**config.mk**
```make
export PLATFORM = sky130hd
export DESIGN_NAME = mstr_wr_sequencer
export DESIGN_NICKNAME = d
export VERILOG_FILES = /design/src/rtl/caxi4interconnect_pkg.sv /design/src/rtl/mstr_wr_len_fifo.sv /design/src/rtl/mstr_wr_sequencer.sv
export SDC_FILE = /design/constraint.sdc
export NUM_CORES = 1
export LEC_CHECK = 0
export BUFFER_PORTS_ARGS = -buffer_cell sky130_fd_sc_hd__buf_4
export CAP_MARGIN = 20
export CORE_ASPECT_RATIO = 1.5
export CORE_MARGIN = 2
export CORE_UTILIZATION = 63
export CTS_CLUSTER_SIZE = 24
export DETAILED_ROUTE_END_ITERATION = 10
export PLACE_DENSITY_LB_ADDON = 0.3
export SLEW_MARGIN = 15
export SYNTH_ARGS = -nofsm -noshare
export SYNTH_HDL_FRONTEND = slang
export SYNTH_SLANG_ARGS = --single-unit
```
**constraint.sdc**
```tcl
create_clock -name ACLK -period 6.73 [get_ports ACLK]
set_input_delay 0.673 -clock ACLK [delete_from_list [all_inputs] [get_ports ACLK]]
set_output_delay 0.673 -clock ACLK [all_outputs]
set_load 0.1 [all_outputs]
```
**src/rtl/caxi4interconnect_pkg.sv**
```systemverilog
`default_nettype none
// +----------------------------------------------------------------------+
// | caxi4interconnect_pkg: shared AXI widths, W FSM encoding and clog2.   |
// | Revision: 1.0                                                        |
// +----------------------------------------------------------------------+
package caxi4interconnect_pkg;

  localparam int AXI_LEN_W = 8;

  typedef enum logic [0:0] {
    W_IDLE  = 1'b0,
    W_BURST = 1'b1
  } w_state_e;

  function automatic int clog2(input int value);
    int result;
    int rem;
    result = 0;
    rem    = value - 1;
    while (rem > 0) begin
      result = result + 1;
      rem    = rem >> 1;
    end
    return result;
  endfunction

endpackage
`default_nettype wire

```
**src/rtl/mstr_wr_len_fifo.sv**
```systemverilog
`default_nettype none
// +----------------------------------------------------------------------+
// | mstr_wr_len_fifo: first-word-fall-through FIFO of burst lengths.      |
// | Revision: 1.0                                                        |
// +----------------------------------------------------------------------+
module mstr_wr_len_fifo
  import caxi4interconnect_pkg::*;
#(
  parameter  int DEPTH = 4,
  localparam int PTR_W = clog2(DEPTH),
  localparam int CNT_W = clog2(DEPTH + 1)
) (
  input  logic                 clk_i,
  input  logic                 rst_i,
  input  logic                 push_i,
  input  logic [AXI_LEN_W-1:0] data_i,
  input  logic                 pop_i,
  output logic [AXI_LEN_W-1:0] head_o,
  output logic                 full_o,
  output logic                 empty_o,
  output logic [CNT_W-1:0]     count_o
);

  localparam logic [CNT_W-1:0] DEPTH_C = CNT_W'(DEPTH);

  logic [AXI_LEN_W-1:0] mem_q [DEPTH];
  logic [PTR_W-1:0]     wr_ptr_q;
  logic [PTR_W-1:0]     rd_ptr_q;
  logic [CNT_W-1:0]     count_q;
  logic                 do_push;
  logic                 do_pop;

  assign full_o  = (count_q == DEPTH_C);
  assign empty_o = (count_q == '0);
  assign count_o = count_q;
  assign head_o  = mem_q[rd_ptr_q];
  assign do_push = push_i & ~full_o;
  assign do_pop  = pop_i & ~empty_o;

  // Storage carries no reset; occupancy is owned entirely by the pointers.
  always_ff @(posedge clk_i) begin
    if (do_push) begin
      mem_q[wr_ptr_q] <= data_i;
    end
  end

  always_ff @(posedge clk_i) begin
    if (rst_i) begin
      wr_ptr_q <= '0;
      rd_ptr_q <= '0;
      count_q  <= '0;
    end else begin
      if (do_push) begin
        wr_ptr_q <= wr_ptr_q + 1'b1;
      end
      if (do_pop) begin
        rd_ptr_q <= rd_ptr_q + 1'b1;
      end
      case ({do_push, do_pop})
        2'b10:   count_q <= count_q + 1'b1;
        2'b01:   count_q <= count_q - 1'b1;
        default: count_q <= count_q;
      endcase
    end
  end

endmodule
`default_nettype wire

```
**src/rtl/mstr_wr_sequencer.sv**
```systemverilog
`default_nettype none
// +----------------------------------------------------------------------+
// | mstr_wr_sequencer: AW-before-W ordering, outstanding cap, WLAST      |
// | regeneration and master protocol error flags.  Revision: 1.0         |
// +----------------------------------------------------------------------+
module mstr_wr_sequencer
  import caxi4interconnect_pkg::*;
#(
  parameter  int ID_WIDTH        = 1,
  parameter  int MAX_OUTSTANDING = 4,
  localparam int CNT_W           = clog2(MAX_OUTSTANDING + 1)
) (
  input  logic                 ACLK,
  input  logic                 sysReset,
  input  logic                 MASTER_AWVALID,
  input  logic [AXI_LEN_W-1:0] MASTER_AWLEN,
  output logic                 MASTER_AWREADY,
  output logic                 int_masterAWVALID,
  input  logic                 int_masterAWREADY,
  input  logic                 MASTER_WVALID,
  input  logic                 MASTER_WLAST,
  output logic                 MASTER_WREADY,
  output logic                 int_masterWVALID,
  output logic                 int_masterWLAST,
  input  logic                 int_masterWREADY,
  input  logic                 int_masterBVALID,
  input  logic [ID_WIDTH-1:0]  int_masterBID,
  input  logic                 MASTER_BREADY,
  output logic [CNT_W-1:0]     outstanding_cnt,
  output logic                 err_wlast,
  output logic                 err_unexp_b
);

  localparam logic [CNT_W-1:0] MAX_CNT = CNT_W'(MAX_OUTSTANDING);
  localparam logic [CNT_W-1:0] ONE_CNT = CNT_W'(1);

  w_state_e             state_q;
  logic [AXI_LEN_W-1:0] beat_q;
  logic [CNT_W-1:0]     out_cnt_q;
  logic [CNT_W-1:0]     out_cnt_d;
  logic                 en_q;
  logic                 err_wlast_q;
  logic                 err_unexp_b_q;

  logic                 active;
  logic                 space;
  logic                 in_burst;
  logic                 aw_hs;
  logic                 w_hs;
  logic                 b_hs;
  logic                 last_hs;
  logic                 more;
  logic                 fifo_full;
  logic                 fifo_empty;
  logic [AXI_LEN_W-1:0] fifo_head;
  logic [CNT_W-1:0]     fifo_cnt;
  logic                 bid_unused;

  assign bid_unused = ^int_masterBID;

  // en_q keeps every handshake closed for the first cycle after reset release.
  assign active            = en_q & ~sysReset;
  assign space             = active && (out_cnt_q < MAX_CNT) && !fifo_full;
  assign int_masterAWVALID = MASTER_AWVALID & space;
  assign MASTER_AWREADY    = int_masterAWREADY & space;
  assign aw_hs             = int_masterAWVALID & int_masterAWREADY;

  assign in_burst          = (state_q == W_BURST);
  assign int_masterWVALID  = MASTER_WVALID & in_burst & active;
  assign MASTER_WREADY     = int_masterWREADY & in_burst & active;
  assign int_masterWLAST   = in_burst & (beat_q == fifo_head);
  assign w_hs              = int_masterWVALID & int_masterWREADY;
  assign last_hs           = w_hs & int_masterWLAST;
  assign b_hs              = int_masterBVALID & MASTER_BREADY;
  assign more              = (fifo_cnt > ONE_CNT) | aw_hs;

  assign outstanding_cnt   = out_cnt_q;
  assign err_wlast         = err_wlast_q;
  assign err_unexp_b       = err_unexp_b_q;

  mstr_wr_len_fifo #(
    .DEPTH   (MAX_OUTSTANDING)
  ) u_len_fifo (
    .clk_i   (ACLK),
    .rst_i   (sysReset),
    .push_i  (aw_hs),
    .data_i  (MASTER_AWLEN),
    .pop_i   (last_hs),
    .head_o  (fifo_head),
    .full_o  (fifo_full),
    .empty_o (fifo_empty),
    .count_o (fifo_cnt)
  );

  // Entering on the push itself lets the first beat follow its AW by one cycle.
  always_ff @(posedge ACLK) begin
    if (sysReset) begin
      state_q <= W_IDLE;
      beat_q  <= '0;
    end else begin
      case (state_q)
        W_IDLE: begin
          beat_q <= '0;
          if (!fifo_empty || aw_hs) begin
            state_q <= W_BURST;
          end
        end
        W_BURST: begin
          if (last_hs) begin
            beat_q  <= '0;
            state_q <= more ? W_BURST : W_IDLE;
          end else if (w_hs) begin
            beat_q  <= beat_q + 1'b1;
          end
        end
        default: begin
          state_q <= W_IDLE;
          beat_q  <= '0;
        end
      endcase
    end
  end

  always_comb begin
    out_cnt_d = out_cnt_q;
    if (aw_hs && !b_hs) begin
      out_cnt_d = out_cnt_q + ONE_CNT;
    end else if (b_hs && !aw_hs && (out_cnt_q != '0)) begin
      out_cnt_d = out_cnt_q - ONE_CNT;
    end
  end

  always_ff @(posedge ACLK) begin
    if (sysReset) begin
      en_q          <= 1'b0;
      out_cnt_q     <= '0;
      err_wlast_q   <= 1'b0;
      err_unexp_b_q <= 1'b0;
    end else begin
      en_q      <= 1'b1;
      out_cnt_q <= out_cnt_d;
      if (w_hs && (MASTER_WLAST != int_masterWLAST)) begin
        err_wlast_q <= 1'b1;
      end
      if (b_hs && (out_cnt_q == '0)) begin
        err_unexp_b_q <= 1'b1;
      end
    end
  end

endmodule
`default_nettype wire

```
==> out/qor.txt <==
Asr flop ratio synth - 0%
Wire length per cell - 16.0 µm
Drt total wl - 4890 µm
Post-synthesis cell type count - 48
Mapped Cells - 235
Commonest non-fill, non-tap cell in the layout - edfxtp_1
Std cell rows - 29
Antenna violations before repair - 0
Post-layout min period - 3.48 ns
Final #Nets - 288
Post-synth EDFFs - 32
Clk slew on worst S/H paths - 0.09 ns
CP Class - reg -> out
Die Width - 57.9 µm
Die H - 84.9 µm
Worst-Skew Late Latency - 0.31 ns
Post-CTS Resized - 0
Total Routing Usage GR - 22.2%
Number of global-route vias before repair - 1,768
Worst Path Max Fanout - 13
Area leader, netlist - edfxtp_1
Antenna diodes - 0
P per Cell Area - 202 nW/µm²
Yosys reg bits - 56
Clock Tree Root - clkbuf_8
Pre-antenna DRT Iters - 4
Area Growth Syn to Fin - 11.0%
I/O pin total - 28
DR vias/cell - 6.15
Clock tree buffer depth - 2
CTS HTree Levels - 2
DPL Wire Length - 3580 µm
Worst Path Required - 6.06 ns
Fill count - 311
Max Cap Viol - 0
CTS Hold Buffers Added - 0
ANT nets after route - 0
Met1 Track Usage GR - 26.2%
Critical path launch point type - flop
Die ar. - 4920 µm²
Final hold violations - 0
Maximum vdd drop - 0.000203 V
Largest cells by area after synthesis - edfxtp_1 35%, dfxtp_1 17%, ha_1 4.6%
Core Util, Final - 72.4%
Period utilisation layout - 51.7%
Gr busiest metal - met2
Routing usage on met2 - 40.1%
Leak pwr - 1.09 nW
Synth top area share - 35.0%
Post-Place Setup Slack - 3.48 ns
Post-Syn Nets - 264
GRT overflow - 0
Post-Syn Area - 2750 µm²
Most frequent cells in the layout - 32 x edfxtp_1, 26 x buf_4, 24 x dfxtp_1, 14 x nor2_1, 12 x nand2_1
Worst hold path class - reg -> reg
Rel. slew slack - 45.0%
Worst EP arrival - 2.81 ns
Largest net degree at the start of global routing - 21
Fin. max-slew vios - 0
Slew of the pin with the lowest slew margin - 0.821 ns
Skew final - 0.00566 ns
Final setup TNS - 0 ns
Core area - 4210 µm²
RSZ-0062 raised after global routing - no
PortBufs - 26
Layout cells sized above 1 - 16.2%
Main synth FF type - edfxtp_1
Routed via count - 1,882
Avg Inst Size Synth - 11.7 µm²
Ys Warns - 0
Fmax - 0.287 GHz
Crit end category - output port
GPL Wtd Cong - 0.900
Register area share after synthesis - 52.5%
Initial DRC Count - 117
Met3 Usage GRT - 2.74%
Outcome - finished clean
Final worst slack - 3.25 ns
Clk sinks - 56
Post-CTS Setup Bufs - 0
Initial core utilization - 65.3%
# setup viols final - 0
TritonCTS Buffers - 5
Residual DRC - 0
First-pass GRT wire length - 8250 µm
CTS tree - yes
## flip-flops by register name, summed over array words and instances (netlist names), named ones only
| register | flops |
|---|---|
| u_len_fifo.count_o | 3 |
| beat_q | 8 |
| err_wlast | 1 |
| u_len_fifo.rd_ptr_q | 2 |
| u_len_fifo.mem_q | 32 |
| err_unexp_b | 1 |
| outstanding_cnt | 3 |
| en_q | 1 |
| in_burst | 1 |
| u_len_fifo.wr_ptr_q | 2 |
## final timing paths
path	from	to	slack, ns	depth (start not counted)
worst max register to register	flop	u_len_fifo.count_o[2]	3.47	9
worst min-delay path	err_wlast	err_wlast	0.48	2
worst min register to register	err_wlast	err_wlast	0.48	2
worst max-delay path	flop	int_masterWLAST	3.25	6
## area by class of cell
| class | instances | area (µm²) | share of cell area [%] |
|---|---|---|---|
| inverter | 9 | 33.8 | 1.11 |
| sequential | 56 | 1440 | 47.3 |
| clock inverter | 3 | 22.5 | 0.739 |
| multi-input combinational | 161 | 1230 | 40.3 |
| tap | 46 | 57.6 | 1.89 |
| clock buffer | 5 | 68.8 | 2.26 |
| timing repair buffer | 26 | 195 | 6.40 |
## per-stage QoR
stage / total power [mW] / cells / cell area, µm² / hold WS [ns]
floorplan: 0.420 / 235 / 2750 / 0.469
global placement: 0.437 / 298 / 2960 / 0.451
detailed placement: 0.438 / 298 / 2960 / 0.457
CTS: 0.615 / 306 / 3050 / 0.482
global route: 0.636 / 306 / 3050 / 0.508
finish: 0.615 / 306 / 3050 / 0.483
## synth_stat cells, types with 2 or more instances
library cell,count
edfxtp_1,32
dfxtp_1,24
nor2_1,14
nand2_1,12
nand3_1,11
and3_1,10
ha_1,10
mux2i_1,10
inv_1,9
xnor2_1,9
a21oi_1,7
nor3_1,7
clkbuf_1,6
o21ai_0,6
nand2b_1,5
nor2b_1,5
o211ai_1,5
and2_1,4
mux4_1,4
and4_1,3
mux2_2,3
nand4_1,3
nor4_1,3
or3_1,3
a211oi_1,2
a31oi_1,2
nor3b_1,2
nor4b_1,2
o2111ai_1,2
xor2_1,2
## worst max-delay path, stage by stage, from the launching register on
cell and delay [ns]:
dfxtp_1 0.74, mux2i_1 0.28, xnor2_1 0.09, nor3_1 0.35, o211ai_1 0.15, nor4b_1 0.49, buf_4 0.39
## routing by layer
metal	part of all wire [%]	vias up
li1	-	923
met1	40	905
met2	55	45
met3	3.0	9
met4	1.8	0
met5	0	-
## report_power, final
group / switching [mW] / leakage [nW] / total [mW] / internal (mW)
Sequential: 0.00529 / 0.483 / 0.371 / 0.366
Clock: 0.109 / 0.0485 / 0.184 / 0.0747
Combinational: 0.0393 / 0.560 / 0.0596 / 0.0203
Total: 0.154 / 1.09 / 0.615 / 0.461
## logic make-up (layout without fill, tap and decap cells)
family                     after synthesis  after routing  synth area share, %
buffers and inverters                   18             43                 2.78
AOI/OAI and AO/OA                       31             31                 7.33
and+or+nand+nor                         89             89                 18.7
xor gates and xnor gates                11             11                 3.51
DFF                                     56             56                 52.5
adders and majority gates               11             11                 5.28
muxes                                   19             19                 9.93
Note: power is estimated with default switching activity, not from simulation.
